### src/rtl/prog_loader_pkg.sv
`default_nettype none
// ============================================================================
// Module      : prog_loader_pkg
// Description : Shared constants for the serial program loader: frame sync
//               byte and state encodings for the loader and UART receiver.
// Revision    : 1.0 - initial release
// ============================================================================
package prog_loader_pkg;

    localparam logic [7:0] SYNC_BYTE = 8'hA5;

    localparam logic [1:0] ST_IDLE = 2'd0;
    localparam logic [1:0] ST_LEN  = 2'd1;
    localparam logic [1:0] ST_DATA = 2'd2;
    localparam logic [1:0] ST_SUM  = 2'd3;

    localparam logic [1:0] RX_IDLE  = 2'd0;
    localparam logic [1:0] RX_START = 2'd1;
    localparam logic [1:0] RX_DATA  = 2'd2;
    localparam logic [1:0] RX_STOP  = 2'd3;

endpackage
`default_nettype wire

### src/rtl/prog_loader_uart_rx.sv
`default_nettype none
// ============================================================================
// Module      : uart_rx
// Description : 8N1 UART receiver with 2-flop input synchronizer, start-bit
//               glitch rejection and stop-bit framing check.
// Revision    : 1.0 - initial release
// ============================================================================
module uart_rx
    import prog_loader_pkg::*;
#(
    parameter int CLKS_PER_BIT = 234
) (
    input  logic       clk,
    input  logic       rst,
    input  logic       rxd,
    output logic       byte_valid,
    output logic [7:0] data_byte,
    output logic       frame_err
);

    localparam int CW = $clog2(CLKS_PER_BIT + 1);
    localparam logic [CW-1:0] c_half_m1 = CW'(CLKS_PER_BIT / 2 - 1);
    localparam logic [CW-1:0] c_full_m1 = CW'(CLKS_PER_BIT - 1);

    logic [1:0]    r_sync;
    logic          r_prev;
    logic [1:0]    r_state;
    logic [CW-1:0] r_cnt;
    logic [2:0]    r_bit_idx;
    logic [7:0]    r_shift;
    logic          r_valid;
    logic          r_ferr;
    logic [7:0]    r_byte;
    logic          w_rxd;

    assign w_rxd      = r_sync[1];
    assign byte_valid = r_valid;
    assign data_byte  = r_byte;
    assign frame_err  = r_ferr;

    always_ff @(posedge clk or negedge rst) begin
        if (!rst) begin
            r_sync    <= 2'b11;
            r_prev    <= 1'b1;
            r_state   <= RX_IDLE;
            r_cnt     <= '0;
            r_bit_idx <= '0;
            r_shift   <= '0;
            r_valid   <= 1'b0;
            r_ferr    <= 1'b0;
            r_byte    <= '0;
        end else begin
            r_sync  <= {r_sync[0], rxd};
            r_prev  <= w_rxd;
            r_valid <= 1'b0;
            r_ferr  <= 1'b0;
            case (r_state)
                RX_IDLE: begin
                    r_cnt <= '0;
                    if (r_prev && !w_rxd) begin
                        r_state <= RX_START;
                    end
                end
                RX_START: begin
                    // A start bit that is high again at mid-bit was only a glitch
                    if (r_cnt == c_half_m1) begin
                        r_cnt     <= '0;
                        r_bit_idx <= '0;
                        r_state   <= w_rxd ? RX_IDLE : RX_DATA;
                    end else begin
                        r_cnt <= r_cnt + 1'b1;
                    end
                end
                RX_DATA: begin
                    if (r_cnt == c_full_m1) begin
                        r_cnt     <= '0;
                        r_shift   <= {w_rxd, r_shift[7:1]};
                        r_bit_idx <= r_bit_idx + 1'b1;
                        if (r_bit_idx == 3'd7) begin
                            r_state <= RX_STOP;
                        end
                    end else begin
                        r_cnt <= r_cnt + 1'b1;
                    end
                end
                RX_STOP: begin
                    if (r_cnt == c_full_m1) begin
                        r_cnt   <= '0;
                        r_state <= RX_IDLE;
                        if (w_rxd) begin
                            r_valid <= 1'b1;
                            r_byte  <= r_shift;
                        end else begin
                            r_ferr <= 1'b1;
                        end
                    end else begin
                        r_cnt <= r_cnt + 1'b1;
                    end
                end
                default: r_state <= RX_IDLE;
            endcase
        end
    end

endmodule
`default_nettype wire

### src/rtl/prog_loader.sv
`default_nettype none
// ============================================================================
// Module      : prog_loader
// Description : Receives a framed program image over UART, writes it into
//               program RAM and holds the CPU in reset until it verifies.
// Revision    : 1.0 - initial release
// ============================================================================
module prog_loader
    import prog_loader_pkg::*;
#(
    parameter int CLK_HZ       = 27000000,
    parameter int BAUD         = 115200,
    parameter int TIMEOUT_CLKS = 2700000
) (
    input  logic       clk,
    input  logic       rst,
    input  logic       rxd,
    output logic       mem_we,
    output logic [7:0] mem_addr,
    output logic [7:0] mem_wdata,
    output logic       cpu_hold,
    output logic       busy,
    output logic       done,
    output logic       err
);

    localparam int CLKS_PER_BIT = CLK_HZ / BAUD;
    localparam int TW = $clog2(TIMEOUT_CLKS + 1);
    localparam logic [TW-1:0] c_timeout = TW'(TIMEOUT_CLKS);

    logic       w_valid;
    logic [7:0] w_byte;
    logic       w_ferr;
    logic       w_timeout;

    logic [1:0]    r_state;
    logic [8:0]    r_count;
    logic [7:0]    r_addr;
    logic [7:0]    r_sum;
    logic [TW-1:0] r_timer;
    logic          r_we;
    logic [7:0]    r_waddr;
    logic [7:0]    r_wdata;
    logic          r_hold;
    logic          r_done;
    logic          r_err;

    uart_rx #(
        .CLKS_PER_BIT (CLKS_PER_BIT)
    ) u_uart_rx (
        .clk        (clk),
        .rst        (rst),
        .rxd        (rxd),
        .byte_valid (w_valid),
        .data_byte  (w_byte),
        .frame_err  (w_ferr)
    );

    assign mem_we    = r_we;
    assign mem_addr  = r_waddr;
    assign mem_wdata = r_wdata;
    assign cpu_hold  = r_hold;
    assign busy      = (r_state != ST_IDLE);
    assign done      = r_done;
    assign err       = r_err;

    assign w_timeout = (r_state != ST_IDLE) && (r_timer == c_timeout);

    // Inter-byte gap timer: restarts on every received byte, idle outside a frame
    always_ff @(posedge clk or negedge rst) begin
        if (!rst) begin
            r_timer <= '0;
        end else if (r_state == ST_IDLE || w_valid) begin
            r_timer <= '0;
        end else if (r_timer != c_timeout) begin
            r_timer <= r_timer + 1'b1;
        end
    end

    always_ff @(posedge clk or negedge rst) begin
        if (!rst) begin
            r_state <= ST_IDLE;
            r_count <= '0;
            r_addr  <= '0;
            r_sum   <= '0;
            r_we    <= 1'b0;
            r_waddr <= '0;
            r_wdata <= '0;
            r_hold  <= 1'b0;
            r_done  <= 1'b0;
            r_err   <= 1'b0;
        end else begin
            r_we   <= 1'b0;
            r_done <= 1'b0;
            if (r_state != ST_IDLE && (w_ferr || w_timeout)) begin
                r_err   <= 1'b1;
                r_state <= ST_IDLE;
            end else if (w_valid) begin
                case (r_state)
                    ST_IDLE: begin
                        if (w_byte == SYNC_BYTE) begin
                            r_state <= ST_LEN;
                            r_hold  <= 1'b1;
                            r_err   <= 1'b0;
                        end
                    end
                    ST_LEN: begin
                        r_count <= (w_byte == 8'd0) ? 9'd256 : {1'b0, w_byte};
                        r_addr  <= '0;
                        r_sum   <= '0;
                        r_state <= ST_DATA;
                    end
                    ST_DATA: begin
                        r_we    <= 1'b1;
                        r_waddr <= r_addr;
                        r_wdata <= w_byte;
                        r_addr  <= r_addr + 1'b1;
                        r_sum   <= r_sum + w_byte;
                        r_count <= r_count - 1'b1;
                        if (r_count == 9'd1) begin
                            r_state <= ST_SUM;
                        end
                    end
                    ST_SUM: begin
                        // On mismatch the CPU stays held so it never runs a bad image
                        if (w_byte == r_sum) begin
                            r_done <= 1'b1;
                            r_hold <= 1'b0;
                        end else begin
                            r_err <= 1'b1;
                        end
                        r_state <= ST_IDLE;
                    end
                    default: r_state <= ST_IDLE;
                endcase
            end
        end
    end

endmodule
`default_nettype wire
### config.mk
export PLATFORM = sky130hd
export DESIGN_NAME = prog_loader
export DESIGN_NICKNAME = d
export VERILOG_FILES = /design/src/rtl/prog_loader_pkg.sv /design/src/rtl/prog_loader_uart_rx.sv /design/src/rtl/prog_loader.sv
export SDC_FILE = /design/constraint.sdc
export NUM_CORES = 1
export LEC_CHECK = 0
export BUFFER_PORTS_ARGS = -buffer_cell sky130_fd_sc_hd__buf_2
export CAP_MARGIN = 5
export CORE_ASPECT_RATIO = 0.5
export CORE_MARGIN = 3
export CORE_UTILIZATION = 55
export DETAILED_ROUTE_END_ITERATION = 16
export HOLD_SLACK_MARGIN = 0.15
export PLACE_DENSITY = 0.76
export RECOVER_POWER = 100
export SYNTH_ARGS = -nofsm -noshare
export SYNTH_HDL_FRONTEND = slang
export SYNTH_SLANG_ARGS = --single-unit
export TNS_END_PERCENT = 30
### constraint.sdc
create_clock -name clk -period 4.8 [get_ports clk]
set_input_delay 0.72 -clock clk [delete_from_list [all_inputs] [get_ports clk]]
set_output_delay 0.72 -clock clk [all_outputs]
set_load 0.03 [all_outputs]
==> impl_metrics.toml, run 1 <==
[run_status]
outcome = "complete, but fails checks"
failed_checks = "capacitance limit, slew limit"

[sta]
timing.final.max_slew_violations = 96
fin_worst_hold_slack_ps = 370
worst_slew_margin_rel_pct = -25.7
setup_viol_count_final = 0
max_clock_freq_mhz = 270
finClkSkew_ps = 8.48
rsz0062_at_grt = "false"
final.period_utilization_pct = 77.3
hold_violations_final = 0
period_needed_ps = 3710
finalSetupTns_ps = 0
worstMarginPinSlew_ps = 1890

[pwr]
net-switching-power_mw = 0.448
total_leakage_power_nw = 2.59
vdd_ir_drop_max_uv = 240
reg_power_share_pct = 50.0
power-per-cell-area_nw_per_um2 = 320
power.switching_fraction_pct = 24.6
p_int_mw = 1.37
finalPower_mw = 1.82
share_clk_of_total_power_pct = 41.0
share_comb_of_total_power_pct = 9.0

[critical_path]
cp_top_family = "compound AO/OA/AOI/OAI gates"
timing.critical_path.required_ps = 5030
worst-path-buf-inv = 1
critical-path-slowest-cell = "sky130_fd_sc_hd__o211ai_1"
worstPathCellList = "or4b_1, nor4_4, a21oi_1, o211ai_1, inv_2, a32o_1"
worst_setup_path_start_kind = "flip-flop"
arrival_worst_endpoint_ps = 3940
crit_path_end_kind = "flip-flop"
critical-path-max-stage-delay_ps = 1410
timing.setup.critical_path_class = "flip-flop to flip-flop"
worstPathMaxFanout = 17

[grt]
overflow_left_after_global_routing = 0
grt_first_pass_wirelength_um = 17300
track_usage_pct = 20.4
grt_max_degree = 78
antenna_violations_before_repair = 0
grt_pass1_vias = 3648

[detailed_routing]
drcViolationCount = 0
average_vias_per_placed_instance = 5.73
wl_per_cell_um = 15.9
postRouteWirelength_um = 10200
firstDrtPassIters = 4
vias_post_dr = 3668
drt_first_iter_violations = 184
drtAntennaViolNets = 0

[placement]
hpwl_after_dpl_um = 6920
place.detailed.instances = 624
io_buffer_count = 23
gpl.final_weighted_congestion = 0.859

[synth]
synth.avg_cell_area_um2 = 10.5
synth_top_cell_area_share_pct = 47.8
synth-main-ff-cell = "sky130_fd_sc_hd__dfrtp_1"
post_synth_design_cell_area_um2 = 5230
syn-instance-count = 498
yosys_warnings = 0
largest_area_contributor_in_the_netlist = "sky130_fd_sc_hd__dfrtp_1"
synthesized_nets = 526
seq_total_area_yosys_pct = 49.3
ys_ff_latch = 103
postSynth.asyncResetShare_pct = 100
synth_cell_types = 57
ys_top_cells_by_area = "sky130_fd_sc_hd__dfrtp_1, sky130_fd_sc_hd__ha_1, sky130_fd_sc_hd__mux2_2"
count_of_flip_flops_with_a_built_in_enable_after_synthesis = 0

[floorplanning]
die_w_um = 144
die-area_um2 = 10800
placeableCoreArea_um2 = 8980
floorplan.die.height_um = 75.0
starting_density_of_the_core_pct = 58.3
io_pins = 24
std_cell_rows = 24

[clock_network]
clock_latency_reported_for_the_late_side_of_the_worst_skew_pair_ps = 350
cts_buffer_depth = 2
tritoncts_clock_tree = "yes"
clock-sinks = 103
cts_post_setup_buffers_inserted = 0
clock_transition_at_the_registers_of_the_reported_paths_ps = 70
cts_max_level = 3
cts_hold_bufs = 0
cts_made_buffers = 9
clockRootBuffer = "sky130_fd_sc_hd__clkbuf_16"
ctsResizeCount = 0

[final_layout]
syn_to_final_growth_pct = 8.78
design.final.nets = 546
antenna-diode-count = 0
layoutNonFillerInstCount = 640
drive_gt1_share_pct = 9.94

[job]
drv_cap = 2

[min_path]
hold_path_class = "flip-flop to flip-flop"
[state kept, by name (all words and copies together) (netlist names), 8 cells and up, named ones only]
name                 flops
r_count                  9
mem_addr                 8
u_uart_rx.data_byte      8
r_timer                 22
mem_wdata                8
u_uart_rx.r_shift        8
r_addr                   8
r_sum                    8
u_uart_rx.r_cnt          8
[logic make-up (layout without fill, tap and decap cells)]
group | Yosys count | count (layout) | share of synthesized area (%)
multiplexers | 35 | 35 | 7.49
flip-flops | 103 | 103 | 49.3
XOR/XNOR | 29 | 29 | 4.86
buffers and inverters | 44 | 69 | 3.42
adder cells (fa/ha/maj) | 25 | 25 | 6.12
AND/OR/NAND/NOR | 181 | 181 | 18.1
AO/OA/AOI/OAI | 81 | 81 | 10.7
[power by group through the flow]
| stage | clock, mW | combinational, mW | sequential [mW] |
|---|---|---|---|
| after floorplan | 0 | 0.122 | 0.923 |
| after global placement | 0 | 0.163 | 0.925 |
| after detailed placement | 0 | 0.167 | 0.927 |
| after CTS | 0.757 | 0.168 | 0.910 |
| after global routing | 0.795 | 0.198 | 0.914 |
| final | 0.746 | 0.163 | 0.910 |
[layout make-up]
cell class	instances	area, um^2
fill	714	3290
sequential	103	2580
multi-input combinational	351	2450
clock buffer	11	243
tap	117	146
inverter	28	105
timing repair buffer	25	96.3
clock inverter	5	65.1
[worst register-to-register path, stage by stage (launching register included)]
cell	delay [ps]
sky130_fd_sc_hd__dfrtp_1	440
sky130_fd_sc_hd__or4b_1	590
sky130_fd_sc_hd__nor4_4	380
sky130_fd_sc_hd__a21oi_1	180
sky130_fd_sc_hd__o211ai_1	1410
sky130_fd_sc_hd__inv_2	260
sky130_fd_sc_hd__a32o_1	350
[per-stage QoR]
step                utilization [%]  worst slack [ps]  instance area [um^2]
global route                   63.4               862                  5690
detailed placement             60.5              1860                  5440
floorplan                         -              2440                  5230
finish                         63.4              1090                  5690
global placement               60.5              1950                  5440
CTS                            64.0              1870                  5740
[Yosys cell counts (2+ instances only)]
master and n:
sky130_fd_sc_hd__nor3_1 21, sky130_fd_sc_hd__mux2_1 10, sky130_fd_sc_hd__o41ai_1 3, sky130_fd_sc_hd__a21o_1 2, sky130_fd_sc_hd__o211ai_1 2, sky130_fd_sc_hd__nor4_1 2, sky130_fd_sc_hd__a211oi_1 4, sky130_fd_sc_hd__or3_1 6
sky130_fd_sc_hd__dfrtp_1 100, sky130_fd_sc_hd__a22o_1 6, sky130_fd_sc_hd__nand2_1 38, sky130_fd_sc_hd__buf_2 5, sky130_fd_sc_hd__nand3_1 23, sky130_fd_sc_hd__clkbuf_1 10, sky130_fd_sc_hd__nor2b_1 3, sky130_fd_sc_hd__nand2b_1 11
sky130_fd_sc_hd__a221oi_1 4, sky130_fd_sc_hd__or2_2 7, sky130_fd_sc_hd__a21oi_1 11, sky130_fd_sc_hd__nand3b_1 4, sky130_fd_sc_hd__and3_1 8, sky130_fd_sc_hd__or4_1 2, sky130_fd_sc_hd__and4_1 2, sky130_fd_sc_hd__inv_1 27
sky130_fd_sc_hd__a32o_1 6, sky130_fd_sc_hd__o31a_1 2, sky130_fd_sc_hd__xnor2_1 19, sky130_fd_sc_hd__or4b_1 2, sky130_fd_sc_hd__o21ai_0 32, sky130_fd_sc_hd__nand4b_1 2, sky130_fd_sc_hd__nand4_1 4, sky130_fd_sc_hd__xor2_1 10
sky130_fd_sc_hd__mux2i_1 2, sky130_fd_sc_hd__dfstp_2 3, sky130_fd_sc_hd__mux2_2 23, sky130_fd_sc_hd__ha_1 24, sky130_fd_sc_hd__nor2_1 38
[final timing paths]
kind / startpoint / end / slack [ps] / cells past startpoint
min: u_uart_rx.r_sync[0]$_DFF_PN1_ / u_uart_rx.r_sync[1]$_DFF_PN1_ / 370 / 0
min reg2reg: u_uart_rx.r_sync[0]$_DFF_PN1_ / u_uart_rx.r_sync[1]$_DFF_PN1_ / 370 / 0
max reg2reg: r_timer[2]$_DFFE_PN0P_ / r_sum[7]$_DFFE_PN0P_ / 1090 / 6
min in group asynchronous: rst / r_timer[21]$_DFFE_PN0P_ / 910 / 1
max: r_timer[2]$_DFFE_PN0P_ / r_sum[7]$_DFFE_PN0P_ / 1090 / 6
max in group asynchronous: rst / u_uart_rx.r_cnt[0]$_DFF_PN0_ / 1850 / 2
[cells in the final DEF (no fill, tap or decap), types with 11 or more instances in the layout]
master,synthesis,final
sky130_fd_sc_hd__clkbuf_1,10,24
sky130_fd_sc_hd__nor3_1,21,21
sky130_fd_sc_hd__o21ai_0,32,32
sky130_fd_sc_hd__xnor2_1,19,19
sky130_fd_sc_hd__mux2_2,23,22
sky130_fd_sc_hd__mux2_1,10,11
sky130_fd_sc_hd__nand3_1,23,23
sky130_fd_sc_hd__nor2_1,38,38
sky130_fd_sc_hd__dfrtp_1,100,100
sky130_fd_sc_hd__ha_1,24,24
sky130_fd_sc_hd__a21oi_1,11,12
sky130_fd_sc_hd__nand2_1,38,38
sky130_fd_sc_hd__inv_1,27,27
sky130_fd_sc_hd__nand2b_1,11,11
[per-layer routing]
| metal | share of wire [%] | GRT usage, % |
|---|---|---|
| met4 | 1.6 | 6.58 |
| met3 | 5.3 | 6.09 |
| met2 | 46 | 33.8 |
| met1 | 47 | 26.4 |
| met5 | 0 | 0 |
Power figures use the tool's default switching activity.
==> inputs of run 2 (changes only) <==
==> constraint.sdc (replaced) <==
create_clock -name clk -period 3.6 [get_ports clk]
set_input_delay 0.54 -clock clk [delete_from_list [all_inputs] [get_ports clk]]
set_output_delay 0.54 -clock clk [all_outputs]
set_load 0.03 [all_outputs]
==> run 2 against run 1 <==
  * The run now ends clean
  * Largest cell class unchanged
  * Die area unchanged
  * Clock skew up 4.6 ps
  * Sequential cell count unchanged
  * Worst hold slack worse by 82 ps
  * Highest routed layer unchanged
  * Clock power up 32%
  * Total power up 33%
  * Sequential power up 33%
==> impl_metrics.toml, run 2 (same netlist as run 1, synthesis figures left out) <==
[run_status]
outcome = "finished, final reports clean"

[final_layout]
utilization_pct = 63.5
antenna-diode-count = 0
layout.cells.most_common_list = "sky130_fd_sc_hd__dfrtp_1, sky130_fd_sc_hd__nand2_1, sky130_fd_sc_hd__nor2_1"
multi_input_comb_area_um2 = 2460
design.final.nets = 548
largest_register_ff_count = 22
ff_latch_area_um2 = 2580
leading_cell_type_in_the_layout_fill_and_taps_excluded = "sky130_fd_sc_hd__dfrtp_1"
syn_to_final_growth_pct = 8.99
max_flop_register = "r_timer"
drive_gt1_share_pct = 10.7
num-fill-cells = 726
top_regs = "r_timer: 22 flops, r_count: 9 flops"

[pwr]
total_leakage_power_nw = 2.60
vdd_ir_drop_max_uv = 366
power-per-cell-area_nw_per_um2 = 423

[critical_path]
critical-path-slowest-cell = "sky130_fd_sc_hd__o211a_1"
timing.critical_path.required_ps = 3830
worst_setup_path_start_kind = "flip-flop"
cp_top_family = "compound AO/OA/AOI/OAI gates"
timing.setup.critical_path_class = "flip-flop to flip-flop"
arrival_worst_endpoint_ps = 3280
crit_path_end_kind = "flip-flop"
critical-path-max-stage-delay_ps = 980
worstPathCellList = "or4b_1, nor4_4, o211a_1, o21ai_0, a221o_1"
worst-path-buf-inv = 0
worstPathMaxFanout = 42

[placement]
gpl.final_weighted_congestion = 0.813
hpwl_after_dpl_um = 6720
io_buffer_count = 23

[sta]
period_needed_ps = 3050
rsz0062_at_grt = "false"
fin_worst_hold_slack_ps = 288
worst_slew_margin_rel_pct = 0.258
hold_violations_final = 0
setup_viol_count_final = 0
finalSetupTns_ps = 0
worstMarginPinSlew_ps = 1500
max_clock_freq_mhz = 328
final.period_utilization_pct = 84.7
timing.final.max_slew_violations = 0
finClkSkew_ps = 13.1

[grt]
grt_max_degree = 59
grt_pass1_vias = 3553
overflow_left_after_global_routing = 0
antenna_violations_before_repair = 0
track_usage_pct = 20.4
grt_first_pass_wirelength_um = 17100

[clock_network]
clock-sinks = 103
clock_latency_reported_for_the_late_side_of_the_worst_skew_pair_ps = 350
clock_transition_at_the_registers_of_the_reported_paths_ps = 70
cts_post_setup_buffers_inserted = 0
cts_hold_bufs = 0
tritoncts_clock_tree = "yes"
cts_made_buffers = 9
ctsResizeCount = 0
cts_buffer_depth = 2
cts_max_level = 3
clockRootBuffer = "sky130_fd_sc_hd__clkbuf_16"

[detailed_routing]
vias_post_dr = 3632
wl_per_cell_um = 15.9
drt_first_iter_violations = 174
drcViolationCount = 0
drtAntennaViolNets = 0
postRouteWirelength_um = 10200
average_vias_per_placed_instance = 5.68
firstDrtPassIters = 4

[floorplanning]
die_w_um = 144
io_pins = 24
std_cell_rows = 24
placeableCoreArea_um2 = 8980
die-area_um2 = 10800
starting_density_of_the_core_pct = 58.3
floorplan.die.height_um = 75.0

[min_path]
hold_path_class = "input pin to flip-flop"

[job]
drv_cap = 0
[run 2: metrics by stage]
stage                     setup slack [ps]  cell area (um^2)  std cells  power, mW
after floorplan                       1240              5230        498       1.39
after global placement                 868              5460        626       1.45
after detailed placement               809              5460        626       1.46
after CTS                              808              5760        640       2.44
after global routing                   355              5700        640       2.52
final                                  553              5700        640       2.41
[run 2: final timing paths]
check,end,cells after the start,from,slack [ps]
setup reg to reg,r_count[8]$_DFFE_PN0P_,5,r_timer[2]$_DFFE_PN0P_,550
setup / recovery,r_count[8]$_DFFE_PN0P_,5,r_timer[2]$_DFFE_PN0P_,550
hold / removal,u_uart_rx.r_sync[0]$_DFF_PN1_,1,rxd,290
min in group asynchronous,r_timer[0]$_DFFE_PN0P_,1,rst,540
max in group asynchronous,r_addr[6]$_DFFE_PN0P_,2,rst,1260
hold reg to reg,u_uart_rx.r_sync[1]$_DFF_PN1_,0,u_uart_rx.r_sync[0]$_DFF_PN1_,360
[run 2: worst register-to-register path, stage by stage, from the launching register on]
cell	delay, ps
sky130_fd_sc_hd__dfrtp_1	430
sky130_fd_sc_hd__or4b_1	580
sky130_fd_sc_hd__nor4_4	400
sky130_fd_sc_hd__o211a_1	980
sky130_fd_sc_hd__o21ai_0	220
sky130_fd_sc_hd__a221o_1	320
[run 2: report_power, final]
| part | internal [mW] | switching, mW |
|---|---|---|
| registers | 1.19 | 0.0266 |
| logic | 0.0775 | 0.140 |
| clock network | 0.554 | 0.427 |
[run 2: area by class of cell]
type / count / area share (%)
well taps: 117 / 2.57
inverters: 28 / 1.84
multi-input cells: 351 / 43.2
clock buffers: 10 / 4.19
repair buffers: 27 / 1.97
clock inverters: 4 / 0.966
flip-flops and latches: 103 / 45.3
[run 2: metal layers]
layer	up-vias	global-route usage (%)	wire, um
li1	1799	-	-
met1	1786	27.1	4940
met2	40	33.7	4870
met3	7	5.20	296
met4	0	6.16	72
met5	-	0	0
